==> config.mk <==
export PLATFORM = sky130hd
export DESIGN_NAME = riscv_alu
export DESIGN_NICKNAME = d
export VERILOG_FILES = /design/src/rtl/riscv_alu.sv
export SDC_FILE = /design/constraint.sdc
export NUM_CORES = 1
export LEC_CHECK = 0
export CORE_MARGIN = 8
export CORE_UTILIZATION = 57
export CTS_CLUSTER_DIAMETER = 120
export CTS_CLUSTER_SIZE = 30
export DETAILED_ROUTE_END_ITERATION = 6
export PLACE_DENSITY = 0.91
export SYNTH_ARGS = -nofsm -noshare
export SYNTH_HDL_FRONTEND = slang
export SYNTH_SLANG_ARGS = --single-unit
==> constraint.sdc <==
create_clock -name clk -period 8.6 [get_ports clk]
set_clock_uncertainty 0.2 [all_clocks]
set_input_delay 1.29 -clock clk [delete_from_list [all_inputs] [get_ports clk]]
set_output_delay 1.29 -clock clk [all_outputs]
set_load 0.03 [all_outputs]
==> src/rtl/riscv_alu.sv <==
// 32-bit RISC-V execute-stage ALU: combinational result/NZCV flags from one shared
// 33-bit adder, plus copies of both registered on the rising clock edge.
module riscv_alu (
    input  logic        clk,
    input  logic        rst_n,
    input  logic [31:0] operand1,
    input  logic [31:0] operand2,
    input  logic [3:0]  control,
    output logic [31:0] result,
    output logic [3:0]  flags,
    output logic [31:0] result_q,
    output logic [3:0]  flags_q
);

    localparam logic [3:0] OP_ADD   = 4'b0000;
    localparam logic [3:0] OP_SUB   = 4'b0001;
    localparam logic [3:0] OP_AND   = 4'b0010;
    localparam logic [3:0] OP_OR    = 4'b0011;
    localparam logic [3:0] OP_XOR   = 4'b0100;
    localparam logic [3:0] OP_SLT   = 4'b0101;
    localparam logic [3:0] OP_SLTU  = 4'b0110;
    localparam logic [3:0] OP_SLL   = 4'b0111;
    localparam logic [3:0] OP_SRL   = 4'b1000;
    localparam logic [3:0] OP_SRA   = 4'b1001;
    localparam logic [3:0] OP_PASSB = 4'b1010;
    localparam logic [3:0] OP_RSV0  = 4'b1011;
    localparam logic [3:0] OP_RSV1  = 4'b1100;
    localparam logic [3:0] OP_RSV2  = 4'b1101;
    localparam logic [3:0] OP_RSV3  = 4'b1110;
    localparam logic [3:0] OP_RSV4  = 4'b1111;

    logic        w_sub;
    logic        w_arith;
    logic [31:0] w_b_eff;
    logic [32:0] w_sum;
    logic        w_carry;
    logic        w_ovf;
    logic [4:0]  w_shamt;
    logic [31:0] w_result;
    logic [3:0]  w_flags;
    logic [31:0] r_result_q;
    logic [3:0]  r_flags_q;

    // SLT/SLTU reuse the subtractor so compares share the one adder.
    assign w_sub   = (control == OP_SUB) | (control == OP_SLT) | (control == OP_SLTU);
    assign w_arith = (control == OP_ADD) | w_sub;
    assign w_b_eff = operand2 ^ {32{w_sub}};
    assign w_sum   = {1'b0, operand1} + {1'b0, w_b_eff} + {32'd0, w_sub};
    assign w_carry = w_sum[32];
    assign w_ovf   = (operand1[31] == w_b_eff[31]) && (w_sum[31] != operand1[31]);
    assign w_shamt = operand2[4:0];

    // Result select; unknown op codes yield X rather than a masking default.
    always_comb begin
        w_result = 32'd0;
        case (control)
            OP_ADD:   w_result = w_sum[31:0];
            OP_SUB:   w_result = w_sum[31:0];
            OP_AND:   w_result = operand1 & operand2;
            OP_OR:    w_result = operand1 | operand2;
            OP_XOR:   w_result = operand1 ^ operand2;
            OP_SLT:   w_result = {31'd0, w_sum[31] ^ w_ovf};
            OP_SLTU:  w_result = {31'd0, ~w_carry};
            OP_SLL:   w_result = operand1 << w_shamt;
            OP_SRL:   w_result = operand1 >> w_shamt;
            OP_SRA:   w_result = $unsigned($signed(operand1) >>> w_shamt);
            OP_PASSB: w_result = operand2;
            OP_RSV0, OP_RSV1, OP_RSV2, OP_RSV3, OP_RSV4:
                      w_result = 32'd0;
            default:  w_result = {32{1'bx}};
        endcase
    end

    // NZCV: C and V only meaningful for adder-based ops, forced to 0 otherwise.
    always_comb begin
        w_flags    = 4'd0;
        w_flags[3] = w_result[31];
        w_flags[2] = (w_result == 32'd0);
        w_flags[1] = w_arith & w_carry;
        w_flags[0] = w_arith & w_ovf;
    end

    // Registered copies of result and flags for pipelined/debug consumers.
    always_ff @(posedge clk or negedge rst_n) begin
        if (!rst_n) begin
            r_result_q <= 32'd0;
            r_flags_q  <= 4'd0;
        end else begin
            r_result_q <= w_result;
            r_flags_q  <= w_flags;
        end
    end

    assign result   = w_result;
    assign flags    = w_flags;
    assign result_q = r_result_q;
    assign flags_q  = r_flags_q;

endmodule

== After elaboration in Yosys (flattened, before gate mapping) ==
Index checks and enable logic that the tools add are counted.
Word-level totals
  register bits after elaboration: 36
  bits of input ports: 70
  output and inout bits: 72
  logic and storage cells: 41
Operators by class
  add/subtract/negate cells: 2
  eq/ne operators: 17
  shift-type cells: 3
  mux-type cells: 1
  bitwise logic cells: 11
  reduce and logical (&&, ||, !) cells: 5
Operators by type and width (count)
  $pmux 32 s11: 1
  $xor 32x32->32: 2
  $add 32x32->33: 1
  $add 33x1->33: 1
  $and 32x32->32: 1
  $eq 4x4->1 const B: 8
  $logic_not 32->1: 1
  $or 32x32->32: 1
  $shl 32x5->32: 1
  $shr 32x5->32: 1
  $sshr 32x5->32: 1
  $eq 4x3->1 const B: 4
  $eq 4x2->1 const B: 2
  $reduce_or 5->1: 1
  $eq 4x1->1 const B: 1
  $logic_not 4->1: 1
  $or 1x1->1: 3
  $and 1x1->1: 2
  $reduce_or 2->1: 1
  $eq 1x1->1: 1
  $logic_and 1x1->1: 1
  $ne 1x1->1: 1
  $not 1->1: 1
  $xor 1x1->1: 1

== Logic depth before layout (Yosys ltp) ==
  depth after elaboration: 11
  gate-level depth with buffers: 18
  gate-level depth less buffers: 15

== Worst setup path after synthesis ==
Ideal clock, no wire load.
  path type: input-to-output
  start point: input port control[3]
  end point: output port flags[2]
  arrival time: 6184 ps
  required time: 7110 ps
  setup slack: 926 ps
  stages: 16
  path buffers: 4
  cells stage by stage: clkbuf_1 > clkbuf_1 > buf_1 > a21oi_1 > clkbuf_1 > xnor2_1 > ha_1 > a21o_1 > a2111o_1 > a2111oi_0 > o21ai_0 > and3_1 > or4b_1 > nor4_1 > nand4b_1 > nor4b_2
Between the ends
  elaborated cells between the ends (all ways): 30
  those cells by class: 2 x add/sub; 17 x eq/ne; 1 x mux; 5 x bitwise; 5 x reduce/logical
RTL lines
  start: declaration: RTL line 8  | input logic [3:0] control,
  $eq 4x1->1 / $eq 4x3->1 (equally long branches): RTL line 45, 56
  $or 1x1->1 (2 in a row): RTL line 45  | assign w_sub = (control == OP_SUB) | (control == OP_SLT) | (control == OP_SLTU);
  $xor 32x32->32: RTL line 47  | assign w_b_eff = operand2 ^ {32{w_sub}};
  $add 32x32->33: RTL line 48  | assign w_sum = {1'b0, operand1} + {1'b0, w_b_eff} + {32'd0, w_sub};
  $add 33x1->33: RTL line 48
  $pmux 32 s11 (*): RTL line 56  | case (control)
  named net result[15]: RTL line 9  | output logic [31:0] result,
  $logic_not 32->1 (*): RTL line 78  | w_flags[2] = (w_result == 32'd0);
  end: declaration: RTL line 10  | output logic [3:0] flags,
The timed path passes the listed nets; every way through them passes the cells marked *.

== Worst setup path in the final report ==
  start point: input port control[0]
  end point: output port flags[2]
Between the ends
  cells in the longest elaborated chain, start to end: 11
  elaborated cells between the ends (all ways): 30
  those cells by class: 2 x add/sub; 17 x eq/ne; 1 x mux; 5 x bitwise; 5 x reduce/logical
RTL lines
  $eq 4x1->1 / $eq 4x3->1 (equally long branches): RTL line 45, 56
  $or 1x1->1 (2 in a row): RTL line 45
  $xor 32x32->32: RTL line 47
  $add 32x32->33: RTL line 48
  $add 33x1->33: RTL line 48
  $ne 1x1->1: RTL line 50  | assign w_ovf = (operand1[31] == w_b_eff[31]) && (w_sum[31] != operand1[31]);
  $logic_and 1x1->1: RTL line 50
  $xor 1x1->1: RTL line 62  | OP_SLT: w_result = {31'd0, w_sum[31] ^ w_ovf};
  $pmux 32 s11 (*): RTL line 56
  $logic_not 32->1 (*): RTL line 78
Mark *: on every way between the ends. The rest lies on a longest branch, timed or not.

==> out/qor.yml <==
clock_sinks: 35
clock-root-buffer: "clkbuf_16"
run_status: "complete, no violations"
p_total_mw: 1.31
pre_cts_slack_ns: 0.634
powerDensity_nw_per_um2: 115
synth_seq_cells: 35
gr-usage-met2_pct: 57.7
grt_busiest_layer: "met2"
place_area_um2: 11200
grt_max_degree: 53
final_core_util_pct: 68.6
vias: 11360
slew_headroom_pct: 34.5
drc: 0
track_usage_pct: 38.4
synth_top_area_share_pct: 12.6
slew_viol_final: 0
synth_compound_area_share_pct: 26.8
hold_buffers: 0
synth_top_area_cell: "ha_1"
fin_area_um2: 11400
layout.nets: 1481
max_freq_mhz: 122
die_area_um2: 21300
end_kind: "output port"
setup_viol: 0
p_leak_nw: 4.67
hold_path.class: "in2async"
finalCriticalPeriod_ns: 8.20
synthMostInstantiatedCell: "nand2_1"
synth_xor_area_share_pct: 3.72
h-tree-depth: 2
diodes: 0
finalCritPeriodShare_pct: 95.3
overflow: 0
drt-total-wl_mm: 43.2
syn_avg_cell_area_um2: 7.86
synthSimpleGateAreaFrac_pct: 20.2
rsz0062_at_grt: "false"
ys.flop_type: "dfrtp_1"
cts_setup_buffers: 0
die_w_um: 146
synth_edf_count: 0
vdd_drop_max_mv: 0.161
arrival_ns: 6.71
yosysWarnings: 0
cts_buffers: 5
start_util_pct: 58.1
netlist_instances: 1227
finalSetupTns_ns: 0
tightest_slew_ns: 0.957
ys_types: 87
vias_per_cell: 7.41
required_ns: 7.11
hpwl_mm: 33.7
cts_tree: "done"
rows: 47
hold_violations: 0
syn-cell-area_um2: 9640
core_um2: 16600
gp_routability_congestion: 1.15
io_buffers: 141
crit_type: "in2out"
postCtsResizedCells: 0
setup_ws_ns: 0.404
critPathLaunchType: "primary input"
synthArstFlopShare_pct: 100
drv_cap: 0
synth_area_leaders: "ha_1 13%, mux4_2 12%, dfrtp_1 9.1%"
antenna_found_initial: 1
area_delta_synth_final_pct: 18.0
drt_pass1_iterations: 6
routedWlPerCell_um: 28.1
grt_pass1_wl_mm: 64.7
clk_pin_slew_ns: 0.06
clk_path_buf_depth: 2
io-pin-count: 142
synth_commonest_cells: "132 x nand2_1, 97 x ha_1, 78 x a21oi_1"
first_global_vias: 10744
crit_fanout: 15
ant_nets: 0
detail_route.iter0.violations: 1894
use_met1_pct: 49.5
yosysSeqAreaShare_pct: 9.08
synth_top_family_by_area: "compound AO/OA/AOI/OAI gates"
synth_mux_area_share_pct: 20.0
syn_nets: 1395
met3_usage_pct: 10.6
die_y_um: 146
yosys.area_share.adder_pct: 12.8
layout-drive-gt1-share_pct: 11.0
[where the power goes]
group	internal, mW	switching, mW
combinational	0.335	0.552
clock	0.166	0.0683
sequential	0.185	0.00545
[stage by stage]
step | instances | hold WS, ns
CTS | 1534 | 1.25
floorplan | 1227 | 0.794
detailed placement | 1526 | 1.52
global route | 1534 | 1.27
global placement | 1526 | 1.52
finish | 1534 | 1.23
[flip-flops by register name (all words and copies together) (netlist names)]
name and flops:
flags_q 4, result_q 31
[final cells by class]
type / instances / area, um^2
multi-input combinational: 1022 / 8100
inverter: 75 / 282
clock buffer: 5 / 125
clock inverter: 3 / 67.6
tap: 220 / 275
timing repair buffer: 174 / 1660
sequential: 35 / 876
fill: 1373 / 5200
[worst max-delay path, cell delays in order]
cell	delay, ns
clkdlybuf4s50_1	0.48
nand3b_1	0.26
a21oi_4	0.44
buf_4	0.28
buf_4	0.28
xnor2_1	0.16
ha_1	0.35
a21oi_1	0.28
o21ai_0	0.14
a221oi_1	0.42
a21oi_1	0.20
nor4_1	0.22
nor3_1	0.14
or4b_1	0.51
nor4_1	0.51
nand4b_1	0.22
nor4b_2	0.31
buf_4	0.22
[logic make-up after synthesis]
group	count (synthesis)
buffers and inverters	170
flip-flops	35
AND/OR/NAND/NOR	389
adder cells (fa/ha/maj)	98
XOR/XNOR	41
multiplexers	123
AO/OA/AOI/OAI	371
[worst max-delay path by stage]
stage                from  slack [ns]        to  cells past startpoint
6_report       control[0]        0.40  flags[2]                     18
4_1_cts        control[0]        0.53  flags[2]                     18
3_5_place_dp   control[0]        0.63  flags[2]                     18
5_1_grt        control[0]        0.25  flags[2]                     18
2_1_floorplan  control[3]        0.93  flags[2]                     16
3_3_place_gp   control[0]        0.85  flags[2]                     15
[layout by cell type (no fill, tap or decap), types with 16 or more instances in the layout]
cell type and n:
a211oi_1 19, a21o_1 16, a21oi_1 77, a22oi_1 17, a31oi_1 20, buf_4 35
clkdlybuf4s50_1 134, dfrtp_1 35, ha_1 97, inv_1 73, mux2_2 24, mux2i_1 46
mux4_2 52, nand2_1 132, nand2b_1 17, nand3_1 50, nor2_1 70, o211ai_1 27
o21ai_0 57, xnor2_1 36
[layer usage]
metal	vias to the layer above	part of all wire, %
li1	4869	-
met1	5294	38
met2	982	42
met3	213	14
met4	2	6.5
met5	-	0.030
Power figures use the tool's default switching activity.
